$ cat src/rtl/clk_ratio_monitor_if.sv
// -----------------------------------------------------------------------------
// clk_ratio_monitor_if
//
// Bundles the observed divided clock, the monitor enable and all measurement
// results of clk_ratio_monitor. The reference clock and reset stay plain ports
// on the monitor itself.
//
//   i_mon_en    monitor enable (low = idle and clear)
//   i_div_clk   divided clock under observation, sampled as data
//   o_ratio     last measured period in reference cycles
//   o_high_cnt  reference cycles the clock was high within that period
//   o_valid     one-cycle pulse when o_ratio / o_high_cnt update
//   o_locked    ratio stable for LOCK_CNT consecutive measurements
//   o_timeout   no rising edge seen for 2^INT_WIDTH-1 reference cycles
//   o_duty_err  duty-cycle error flag
//
// Modports: slave = the monitor, master = whoever drives the stimulus and
// consumes the results.
// -----------------------------------------------------------------------------
interface clk_ratio_monitor_if #(
   parameter int INT_WIDTH = 8
);
   logic                 i_mon_en;
   logic                 i_div_clk;
   logic [INT_WIDTH-1:0] o_ratio;
   logic [INT_WIDTH-1:0] o_high_cnt;
   logic                 o_valid;
   logic                 o_locked;
   logic                 o_timeout;
   logic                 o_duty_err;

   modport master (
      output i_mon_en, i_div_clk,
      input  o_ratio, o_high_cnt, o_valid, o_locked, o_timeout, o_duty_err
   );

   modport slave (
      input  i_mon_en, i_div_clk,
      output o_ratio, o_high_cnt, o_valid, o_locked, o_timeout, o_duty_err
   );
endinterface

$ cat src/rtl/clk_ratio_monitor.sv
// -----------------------------------------------------------------------------
// clk_ratio_monitor
//
// Samples a divided clock in the reference clock domain and recovers its
// division ratio (rise-to-rise period) and high-phase length. Reports lock
// once the ratio has been identical for LOCK_CNT captures and flags a stuck or
// absent divided clock with o_timeout.
//
// Ports:
//   i_ref_clk  reference clock, the only clock in the block
//   i_rst      asynchronous active-high reset
//   mon_if     clk_ratio_monitor_if.slave (enable, divided clock, results)
//
// Parameters:
//   INT_WIDTH    width of ratio and measurement counters
//   LOCK_CNT     identical captures needed for o_locked (2..15)
//   SYNC_STAGES  synchroniser depth on i_div_clk (>= 2)
//
// Build option:
//   CLK_MON_DUTY_CHECK_EN  when defined, o_duty_err flags captures where
//                          |2*high - period| > 1; otherwise it is tied to 0.
// -----------------------------------------------------------------------------
module clk_ratio_monitor #(
   parameter int INT_WIDTH   = 8,
   parameter int LOCK_CNT    = 4,
   parameter int SYNC_STAGES = 2
) (
   input  logic               i_ref_clk,
   input  logic               i_rst,
   clk_ratio_monitor_if.slave mon_if
);

   localparam logic [3:0] LP_LOCK_CNT = 4'(LOCK_CNT);

   typedef enum logic [1:0] {
      S_IDLE,
      S_ARM,
      S_MEAS
   } state_t;

   // ---------------------------------------------------------------- front end
   logic [SYNC_STAGES-1:0] r_sync;
   logic                   r_hist;
   logic                   w_sync;
   logic                   w_rise;

   assign w_sync = r_sync[SYNC_STAGES-1];
   assign w_rise = w_sync & ~r_hist;

   // The synchroniser is not gated by i_mon_en so that a re-enable sees the
   // true current level and only a fresh edge can start a measurement.
   always_ff @(posedge i_ref_clk or posedge i_rst) begin
      if (i_rst) begin
         r_sync <= '0;
         r_hist <= 1'b0;
      end else begin
         // NOTE: sequential state uses non-blocking assignments so every flop
         // samples the pre-edge value of its neighbour; blocking here would
         // collapse the synchroniser chain into a single stage.
         r_sync <= {r_sync[SYNC_STAGES-2:0], mon_if.i_div_clk};
         r_hist <= w_sync;
      end
   end

   // ---------------------------------------------------------------- FSM
   state_t               r_state;
   state_t               w_state_nxt;
   logic [INT_WIDTH-1:0] r_per_cnt;
   logic [INT_WIDTH-1:0] r_hi_cnt;
   logic                 w_cnt_max;
   logic                 w_start;
   logic                 w_capture;
   logic                 w_tmo;
   logic                 w_clear;

   assign w_cnt_max = (r_per_cnt == '1);

   always_ff @(posedge i_ref_clk or posedge i_rst) begin
      if (i_rst) r_state <= S_IDLE;
      else       r_state <= w_state_nxt;
   end

   always_comb begin
      // NOTE: a default assignment ahead of the case keeps every path driven,
      // so no latch is inferred for states or inputs not listed below.
      w_state_nxt = r_state;
      if (!mon_if.i_mon_en) begin
         w_state_nxt = S_IDLE;
      end else begin
         case (r_state)
            S_IDLE:  w_state_nxt = S_ARM;
            S_ARM:   if (w_rise) w_state_nxt = S_MEAS;
            S_MEAS:  if (!w_rise && w_cnt_max) w_state_nxt = S_ARM;
            default: w_state_nxt = S_IDLE;
         endcase
      end
   end

   // A rising edge always beats a counter reaching all-ones in the same cycle.
   always_comb begin
      w_start   = 1'b0;
      w_capture = 1'b0;
      w_tmo     = 1'b0;
      w_clear   = 1'b0;
      if (!mon_if.i_mon_en || r_state == S_IDLE) begin
         w_clear = 1'b1;
      end else begin
         w_start   = (r_state == S_ARM)  && w_rise;
         w_capture = (r_state == S_MEAS) && w_rise;
         w_tmo     = !w_rise && w_cnt_max;
      end
   end

   // ---------------------------------------------------------------- counters
   // In ARM r_per_cnt doubles as the wait-for-first-edge counter.
   always_ff @(posedge i_ref_clk or posedge i_rst) begin
      if (i_rst) begin
         r_per_cnt <= '0;
         r_hi_cnt  <= '0;
      end else if (w_clear || w_tmo) begin
         r_per_cnt <= '0;
         r_hi_cnt  <= '0;
      end else if (w_start || w_capture) begin
         // The edge cycle itself is the first cycle of the new period.
         r_per_cnt <= INT_WIDTH'(1);
         r_hi_cnt  <= INT_WIDTH'(1);
      end else if (r_state == S_MEAS) begin
         r_per_cnt <= r_per_cnt + 1'b1;
         if (w_sync) r_hi_cnt <= r_hi_cnt + 1'b1;
      end else if (r_state == S_ARM) begin
         r_per_cnt <= r_per_cnt + 1'b1;
      end
   end

   // ---------------------------------------------------------------- results
   logic [INT_WIDTH-1:0] r_ratio;
   logic [INT_WIDTH-1:0] r_high_cnt;
   logic                 r_valid;
   logic                 r_locked;
   logic                 r_timeout;
   logic [3:0]           r_match_cnt;
   logic [3:0]           w_match_nxt;

   // r_ratio still holds the previous capture; r_match_cnt==0 marks "no
   // previous capture since enable/timeout", so the first one always counts 1.
   always_comb begin
      w_match_nxt = 4'd1;
      if (r_match_cnt != 4'd0 && r_per_cnt == r_ratio) begin
         w_match_nxt = (r_match_cnt >= LP_LOCK_CNT) ? LP_LOCK_CNT
                                                    : r_match_cnt + 4'd1;
      end
   end

   always_ff @(posedge i_ref_clk or posedge i_rst) begin
      if (i_rst) begin
         r_ratio     <= '0;
         r_high_cnt  <= '0;
         r_valid     <= 1'b0;
         r_locked    <= 1'b0;
         r_timeout   <= 1'b0;
         r_match_cnt <= '0;
      end else begin
         r_valid <= w_capture;
         if (!mon_if.i_mon_en) begin
            // Ratio and high count deliberately hold across a disable.
            r_locked    <= 1'b0;
            r_timeout   <= 1'b0;
            r_match_cnt <= '0;
         end else if (w_capture) begin
            r_ratio     <= r_per_cnt;
            r_high_cnt  <= r_hi_cnt;
            r_timeout   <= 1'b0;
            r_match_cnt <= w_match_nxt;
            r_locked    <= (w_match_nxt == LP_LOCK_CNT);
         end else if (w_tmo) begin
            r_timeout   <= 1'b1;
            r_locked    <= 1'b0;
            r_match_cnt <= '0;
         end
      end
   end

`ifdef CLK_MON_DUTY_CHECK_EN
   // ---------------------------------------------------------------- duty check
   // Signed difference 2*high - period; +/-1 is accepted so odd ratios pass.
   logic signed [INT_WIDTH+1:0] w_duty_diff;
   logic                        w_duty_bad;
   logic                        r_duty_err;

   assign w_duty_diff = $signed({1'b0, r_hi_cnt, 1'b0}) - $signed({2'b00, r_per_cnt});
   assign w_duty_bad  = (w_duty_diff > 1) || (w_duty_diff < -1);

   always_ff @(posedge i_ref_clk or posedge i_rst) begin
      if (i_rst)                  r_duty_err <= 1'b0;
      else if (!mon_if.i_mon_en)  r_duty_err <= 1'b0;
      else if (w_capture)         r_duty_err <= w_duty_bad;
   end

   assign mon_if.o_duty_err = r_duty_err;
`else
   assign mon_if.o_duty_err = 1'b0;
`endif

   assign mon_if.o_ratio    = r_ratio;
   assign mon_if.o_high_cnt = r_high_cnt;
   assign mon_if.o_valid    = r_valid;
   assign mon_if.o_locked   = r_locked;
   assign mon_if.o_timeout  = r_timeout;

endmodule
$ cat src/flat_wrapper.sv
// flat-port wrapper written by rule: the top's interface ports become plain ports
module clk_ratio_monitor_flat 
#(
   parameter int INT_WIDTH   = 8,
   parameter int LOCK_CNT    = 4,
   parameter int SYNC_STAGES = 2
)
  (i_ref_clk, i_rst, mon_if_i_mon_en, mon_if_i_div_clk, mon_if_o_ratio, mon_if_o_high_cnt, mon_if_o_valid, mon_if_o_locked, mon_if_o_timeout, mon_if_o_duty_err);
  clk_ratio_monitor_if #(.INT_WIDTH(INT_WIDTH)) mon_if_i ();
  input  logic i_ref_clk;
  input  logic i_rst;
  input wire logic [$bits(mon_if_i.i_mon_en)-1:0] mon_if_i_mon_en;
  input wire logic [$bits(mon_if_i.i_div_clk)-1:0] mon_if_i_div_clk;
  output wire logic [$bits(mon_if_i.o_ratio)-1:0] mon_if_o_ratio;
  output wire logic [$bits(mon_if_i.o_high_cnt)-1:0] mon_if_o_high_cnt;
  output wire logic [$bits(mon_if_i.o_valid)-1:0] mon_if_o_valid;
  output wire logic [$bits(mon_if_i.o_locked)-1:0] mon_if_o_locked;
  output wire logic [$bits(mon_if_i.o_timeout)-1:0] mon_if_o_timeout;
  output wire logic [$bits(mon_if_i.o_duty_err)-1:0] mon_if_o_duty_err;
  assign mon_if_i.i_mon_en = mon_if_i_mon_en;
  assign mon_if_i.i_div_clk = mon_if_i_div_clk;
  assign mon_if_o_ratio = mon_if_i.o_ratio;
  assign mon_if_o_high_cnt = mon_if_i.o_high_cnt;
  assign mon_if_o_valid = mon_if_i.o_valid;
  assign mon_if_o_locked = mon_if_i.o_locked;
  assign mon_if_o_timeout = mon_if_i.o_timeout;
  assign mon_if_o_duty_err = mon_if_i.o_duty_err;
  clk_ratio_monitor #(.INT_WIDTH(INT_WIDTH), .LOCK_CNT(LOCK_CNT), .SYNC_STAGES(SYNC_STAGES)) u_core (.i_ref_clk(i_ref_clk), .i_rst(i_rst), .mon_if(mon_if_i));
endmodule
$ cat config.mk
export PLATFORM = sky130hd
export DESIGN_NAME = clk_ratio_monitor_flat
export DESIGN_NICKNAME = d
export VERILOG_FILES = /design/src/rtl/clk_ratio_monitor_if.sv /design/src/rtl/clk_ratio_monitor.sv /design/src/flat_wrapper.sv
export SDC_FILE = /design/constraint.sdc
export NUM_CORES = 1
export LEC_CHECK = 0
export ABC_CLOCK_PERIOD_IN_PS = 2700
export CORE_AREA = 2 2 81 83
export CTS_BUF_LIST = sky130_fd_sc_hd__clkbuf_4 sky130_fd_sc_hd__clkbuf_8 sky130_fd_sc_hd__clkbuf_16
export CTS_CLUSTER_DIAMETER = 60
export DETAILED_ROUTE_END_ITERATION = 8
export DIE_AREA = 0 0 83 85
export GPL_ROUTABILITY_DRIVEN = 0
export PLACE_DENSITY = 0.53
export SETUP_SLACK_MARGIN = 0.02
export SYNTH_ARGS = -nofsm -noshare
export SYNTH_HDL_FRONTEND = slang
export SYNTH_SLANG_ARGS = --single-unit
$ cat constraint.sdc
create_clock -name i_ref_clk -period 2.7 [get_ports i_ref_clk]
set_clock_uncertainty 0.15 [all_clocks]
set_input_delay 0.81 -clock i_ref_clk [delete_from_list [all_inputs] [get_ports i_ref_clk]]
set_output_delay 0.81 -clock i_ref_clk [all_outputs]
set_load 0.05 [all_outputs]
After elaboration in Yosys (flattened, before gate mapping)
Cells that the tools add are included.
{"block": "word_totals", "rom_bits": 0, "out_inout_bits": 20, "ram_bits": 0, "n_memories": 0, "register_bits": 44, "elab_cells": 69, "latchBits": 0, "input_bits": 4}
{"block": "op_classes", "shifts": 0, "muxes": 27, "order_cmp": 1, "bitwise_logic": 2, "add_sub_neg": 3, "n_mul": 0, "eq_ne": 8, "n_reduce_logical": 17, "n_div": 0}
{"cell": "8-bit 2-to-1 mux", "n": 8}
{"cell": "4-bit 2-to-1 mux", "n": 5}
{"cell": "8-bit by 1-bit adder with 8-bit output (second input constant)", "n": 2}
{"cell": "1-bit 2-to-1 mux", "n": 10}
{"cell": "8-bit == test", "n": 1}
{"cell": "8-bit == test (second input constant)", "n": 1}
{"cell": "4-bit nonzero test", "n": 2}
{"cell": "2-bit 2-to-1 mux", "n": 3}
{"cell": "3-bit by 2-bit inequality test with 1-bit output (second input constant)", "n": 2}
{"cell": "2-bit one-hot mux with 3 select lines", "n": 1}
{"cell": "2-bit AND reduction", "n": 3}
{"cell": "3-bit nonzero test", "n": 2}
{"cell": "4-bit by 1-bit adder with 4-bit output (second input constant)", "n": 1}
{"cell": "4-bit by 3-bit == test with 1-bit output (second input constant)", "n": 1}
{"cell": "4-bit by 3-bit greater-or-equal comparator with 1-bit output (second input constant)", "n": 1}
{"cell": "1-bit logical AND", "n": 4}
{"cell": "1-bit logical OR", "n": 3}
{"cell": "3-bit by 1-bit inequality test with 1-bit output (second input constant)", "n": 1}
{"cell": "2-bit by 1-bit == test with 1-bit output (second input constant)", "n": 1}
{"cell": "2-bit == test (second input constant)", "n": 1}
{"cell": "1-bit zero test", "n": 2}
{"cell": "2-bit zero test", "n": 1}
{"cell": "1-bit AND", "n": 1}
{"cell": "1-bit inverter", "n": 1}

Longest topological paths before layout
Gate-level depths: netlist of the first run.
{"block": "depth", "ltp_word": 8, "depth_mapped": 9}

Least setup slack after synthesis of the first run
OpenSTA, ideal clock, no wires.
{"block": "synth_timing", "path_type": "input -> register", "start": "in mon_if_i_mon_en", "end": "reg u_core.r_high_cnt[0], in the netlist u_core.mon_if.o_high_cnt[0]", "n_path_buf": 2, "path_slack_ns": 0.624, "path_stages": 6, "arrival_time_ns": 1.802, "required_time_ns": 2.425, "cell_sequence": "nand4bb_1 -> or2_1 -> buf_6 -> inv_2 -> buf_4 -> mux2_2"}
{"block": "synth_between", "elab_chain_len": 4}
{"item": "from (decl)", "line_no": "flat_wrapper.sv:12", "rtl": "input wire logic [$bits(mon_if_i.i_mon_en)-1:0] mon_if_i_mon_en;"}
{"item": "1-bit zero test"}
{"item": "1-bit logical OR", "line_no": "clk_ratio_monitor.sv:105", "rtl": "if (!mon_if.i_mon_en || r_state == S_IDLE) begin"}
{"item": "1-bit 2-to-1 mux", "line_no": "clk_ratio_monitor.sv:105"}
{"item": "named net u_core.w_capture", "line_no": "clk_ratio_monitor.sv:72", "rtl": "logic w_capture;"}
{"item": "2-bit AND reduction (no line)"}
{"item": "to (signal assigned)", "line_no": "clk_ratio_monitor.sv:171", "rtl": "r_high_cnt <= r_hi_cnt;"}
{"item": "to (decl)", "line_no": "clk_ratio_monitor.sv:137", "rtl": "logic [INT_WIDTH-1:0] r_high_cnt;"}
The timed path passes the listed nets, and every way through them passes these cells.
A chain may end at the register's enable or synchronous reset.

Final worst setup path of the first run
{"block": "layout_timing", "start": "reg u_core.r_ratio[1], in the netlist u_core.mon_if.o_ratio[1]", "end": "out mon_if_o_ratio[1]"}
{"item": "from (decl)", "line_no": "clk_ratio_monitor.sv:136", "rtl": "logic [INT_WIDTH-1:0] r_ratio;"}
{"item": "from (signal assigned)", "line_no": "clk_ratio_monitor.sv:170", "rtl": "r_ratio <= r_per_cnt;"}
{"item": "to (decl)", "line_no": "flat_wrapper.sv:14", "rtl": "output wire logic [$bits(mon_if_i.o_ratio)-1:0] mon_if_o_ratio;"}
No word-level cell between the ends.

==> flow_summary.json, run 1 <==
{
  "place_inst": 288,
  "wl_um": 4087,
  "numCtsBuffers": 5,
  "n_antenna_cell": 0,
  "drtIter0Drc": 92,
  "rrSetupSlack_ns": 0.56,
  "worst-path-buf-inv": 1,
  "p_clk_share_pct": 40.0,
  "placementRows": 29,
  "ctsResizeCount": 0,
  "r2r-start": "u_core.r_state[1]",
  "area_delta_synth_final_pct": 21.47,
  "slew_headroom_pct": 66.60,
  "hp-class": "flip-flop to flip-flop",
  "synth_xor_area_share_pct": 9.134,
  "yosysTopAreaCellShare_pct": 52.19,
  "startpoint": "u_core.mon_if.o_ratio[1]",
  "final_layout_size_suffix_gt1_share_pct": 14.16,
  "drv_cap": 0,
  "instances_no_fill": 296,
  "slowest_delay_ns": 0.82,
  "cts.sink_count": 44,
  "htree_levels": 2,
  "required_ns": 1.74,
  "ys_ff_latch": 44,
  "fmax_mhz": 401.1,
  "swShare_pct": 23.98,
  "synth_top_family_by_area": "simple AND/OR/NAND/NOR gates",
  "max_slew.worst_pin.slew_ns": 0.4995,
  "hold_depth": 0,
  "r2r-end": "u_core.mon_if.o_high_cnt[2]",
  "setup_violations": 0,
  "fp.coreArea_um2": 6205,
  "synth_mux_area_share_pct": 7.414,
  "synthCells": 190,
  "r2r.worst_path.cells": 6,
  "cp_slowest_cell": "clkdlybuf4s50_1",
  "drc_errors": 0,
  "ys.flop_type": "dfrtp_1",
  "yosysTopAreaCell": "dfrtp_1",
  "grt_max_degree": 45,
  "async_reset_ff_share_pct": 100.0,
  "dr.pass1.iters": 4,
  "internal_power_uw": 986.8,
  "rsz0062_at_grt": "false",
  "synth_area_leaders": "dfrtp_1, mux2_2, xnor2_1, ha_1, xor2_1",
  "crit_arrival_ns": 1.53,
  "ctsLongestPathBuffers": 2,
  "postCtsSetupRepairBufs": 0,
  "hold_viol_final": 0,
  "path_delay_family": "buffers and inverters",
  "synth_cell_types": 40,
  "clock_latency_ns": 0.30,
  "cp-start-kind": "flip-flop",
  "grt-ovfl-total": 0,
  "min_to": "u_core.r_sync[1]",
  "worst_setup_path_end_kind": "output pin",
  "path_class": "flip-flop to output pin",
  "design.portCount": 24,
  "synth_compound_area_share_pct": 6.999,
  "grt_antenna_before_repair": 0,
  "grt_pass1_wl_um": 6996,
  "status": "finished, final reports clean",
  "ys_seq_area_share_pct": 52.19,
  "die_h_um": 85,
  "port-buffer-count": 22,
  "crit_fanout": 3,
  "ir_worst_vdd_v": 0.0002018,
  "total_power_uw": 1298,
  "fin_crit_sh_pct": 92.33,
  "fin_crit_ns": 2.493,
  "ctsHoldBuffers": 0,
  "syn_nets": 201,
  "ant_nets": 0,
  "wire_per_inst_um": 13.81,
  "start_util_pct": 34.00,
  "hp-start": "u_core.r_sync[0]",
  "tritoncts": "done",
  "die_w_um": 83,
  "cellPowerDensity_nw_per_um2": 506.6,
  "syn-mean-instance-area_um2": 11.10,
  "slew_viol_final": 0,
  "root_buffer": "clkbuf_8",
  "synthSimpleGateAreaFrac_pct": 15.48,
  "via_per_inst": 4.861,
  "grt_pass1_vias": 1419,
  "switchingPower_uw": 311.3,
  "synth-edff-count": 0,
  "routed-via-count": 1439,
  "num-fill-cells": 623,
  "layout.nets": 229,
  "track_usage_pct": 12.49,
  "ys_warn_count": 0,
  "path_clk_slew_ns": 0.09,
  "pwr-share-comb_pct": 8.0,
  "fin_hold_ws_ns": 0.2151,
  "seq_power_share_pct": 52.0,
  "total_leakage_power_uw": 0.001147,
  "hpwlAfterDp_um": 2919,
  "final.setup.tns_ns": 0,
  "crit_path_cell_trace": "clkdlybuf4s50_1",
  "die_area_um2": 7055,
  "synthAdderAreaFrac_pct": 4.152,
  "syn-cell-area_um2": 2110
}
## power groups by stage
stage | Sequential [µW] | Combinational, µW | Clock [µW]
after global placement | 688 | 105 | 0
after CTS | 675 | 106 | 539
after floorplan | 686 | 68.2 | 0
after detailed placement | 688 | 106 | 0
final | 675 | 104 | 520
after global routing | 676 | 116 | 562
## synthesized netlist by cell type, types with 3 or more instances
| cell type | n |
|---|---|
| nor2_1 | 20 |
| o21ai_0 | 3 |
| xnor2_1 | 13 |
| buf_2 | 3 |
| nor3_1 | 4 |
| ha_1 | 7 |
| dfrtp_1 | 44 |
| nand4_1 | 5 |
| inv_1 | 9 |
| xor2_1 | 9 |
| mux2_2 | 13 |
| a21oi_1 | 4 |
| nand2_1 | 16 |
| nand3_1 | 7 |
## layer usage
layer | global-route usage, % | share of wire, % | routed length, µm | vias up
met4 | 4.024 | 1.5 | 60 | 0
met1 | 18.10 | 51 | 2086 | 714
li1 | - | - | - | 698
met3 | 2.626 | 2.9 | 118 | 6
met5 | 0 | 0 | 0 | -
met2 | 18.77 | 45 | 1822 | 21
## cell families (layout without fill, tap and decap cells)
family / Yosys count / in the layout
xor gates and xnor gates: 22 / 22
and+or+nand+nor: 65 / 65
DFF: 44 / 44
other: 1 / 1
adders and majority gates: 7 / 7
muxes: 14 / 14
AOI/OAI and AO/OA: 19 / 19
buffers and inverters: 18 / 47
## sequential cells by signal (all words and copies together) (netlist names), 2 cells and up
register	flops
u_core.r_per_cnt	8
u_core.r_match_cnt	4
u_core.r_state	2
u_core.r_hi_cnt	8
u_core.mon_if.o_ratio	8
u_core.mon_if.o_high_cnt	8
u_core.r_sync	2
## layout make-up
type / instances / area, µm² / share of cell area, %
Inverter: 10 / 37.54 / 1.465
Clock inverter: 3 / 46.29 / 1.807
Tap cell: 77 / 96.34 / 3.760
Clock buffer: 5 / 68.82 / 2.686
Timing Repair Buffer: 29 / 297.8 / 11.62
Multi-Input combinational cell: 128 / 914.6 / 35.69
Sequential cell: 44 / 1101 / 42.97
## worst max path at each step
stage,to,slack (ns),cells after the start
2_1_floorplan,u_core.mon_if.o_high_cnt[0],0.62,6
3_3_place_gp,u_core.mon_if.o_high_cnt[4],0.10,5
3_5_place_dp,u_core.mon_if.o_ratio[7],0.08,5
4_1_cts,mon_if_o_ratio[7],0.18,1
5_1_grt,mon_if_o_ratio[6],0.16,1
6_report,mon_if_o_ratio[1],0.21,1
## through the flow
| stage | cell area (µm²) | utilization (%) | worst slack [ns] |
|---|---|---|---|
| after floorplan | 2110 | - | 0.6237 |
| after CTS | 2562 | 41.30 | 0.1816 |
| after global placement | 2447 | 39.44 | 0.1015 |
| final | 2562 | 41.30 | 0.2070 |
| after global routing | 2562 | 41.30 | 0.1557 |
| after detailed placement | 2447 | 39.44 | 0.08017 |
## placed cells by master (no fill, tap or decap), types with 3 or more instances in the layout
| master | n |
|---|---|
| nor2_1 | 20 |
| nand2_1 | 16 |
| xnor2_1 | 13 |
| nor3_1 | 4 |
| xor2_1 | 9 |
| clkdlybuf4s50_1 | 22 |
| inv_1 | 8 |
| dfrtp_1 | 44 |
| clkbuf_8 | 5 |
| ha_1 | 7 |
| mux2_2 | 13 |
| nand3_1 | 7 |
| buf_4 | 5 |
| o21ai_0 | 3 |
| nand4_1 | 5 |
| a21oi_1 | 4 |
Power figures use the tool's default switching activity.
==> run 2: changes to the inputs <==
Settings changed: HOLD_SLACK_MARGIN from default to 0.05.
==> results of run 2 <==
No change in the layout: final DEF, timing and power equal those of run 1.
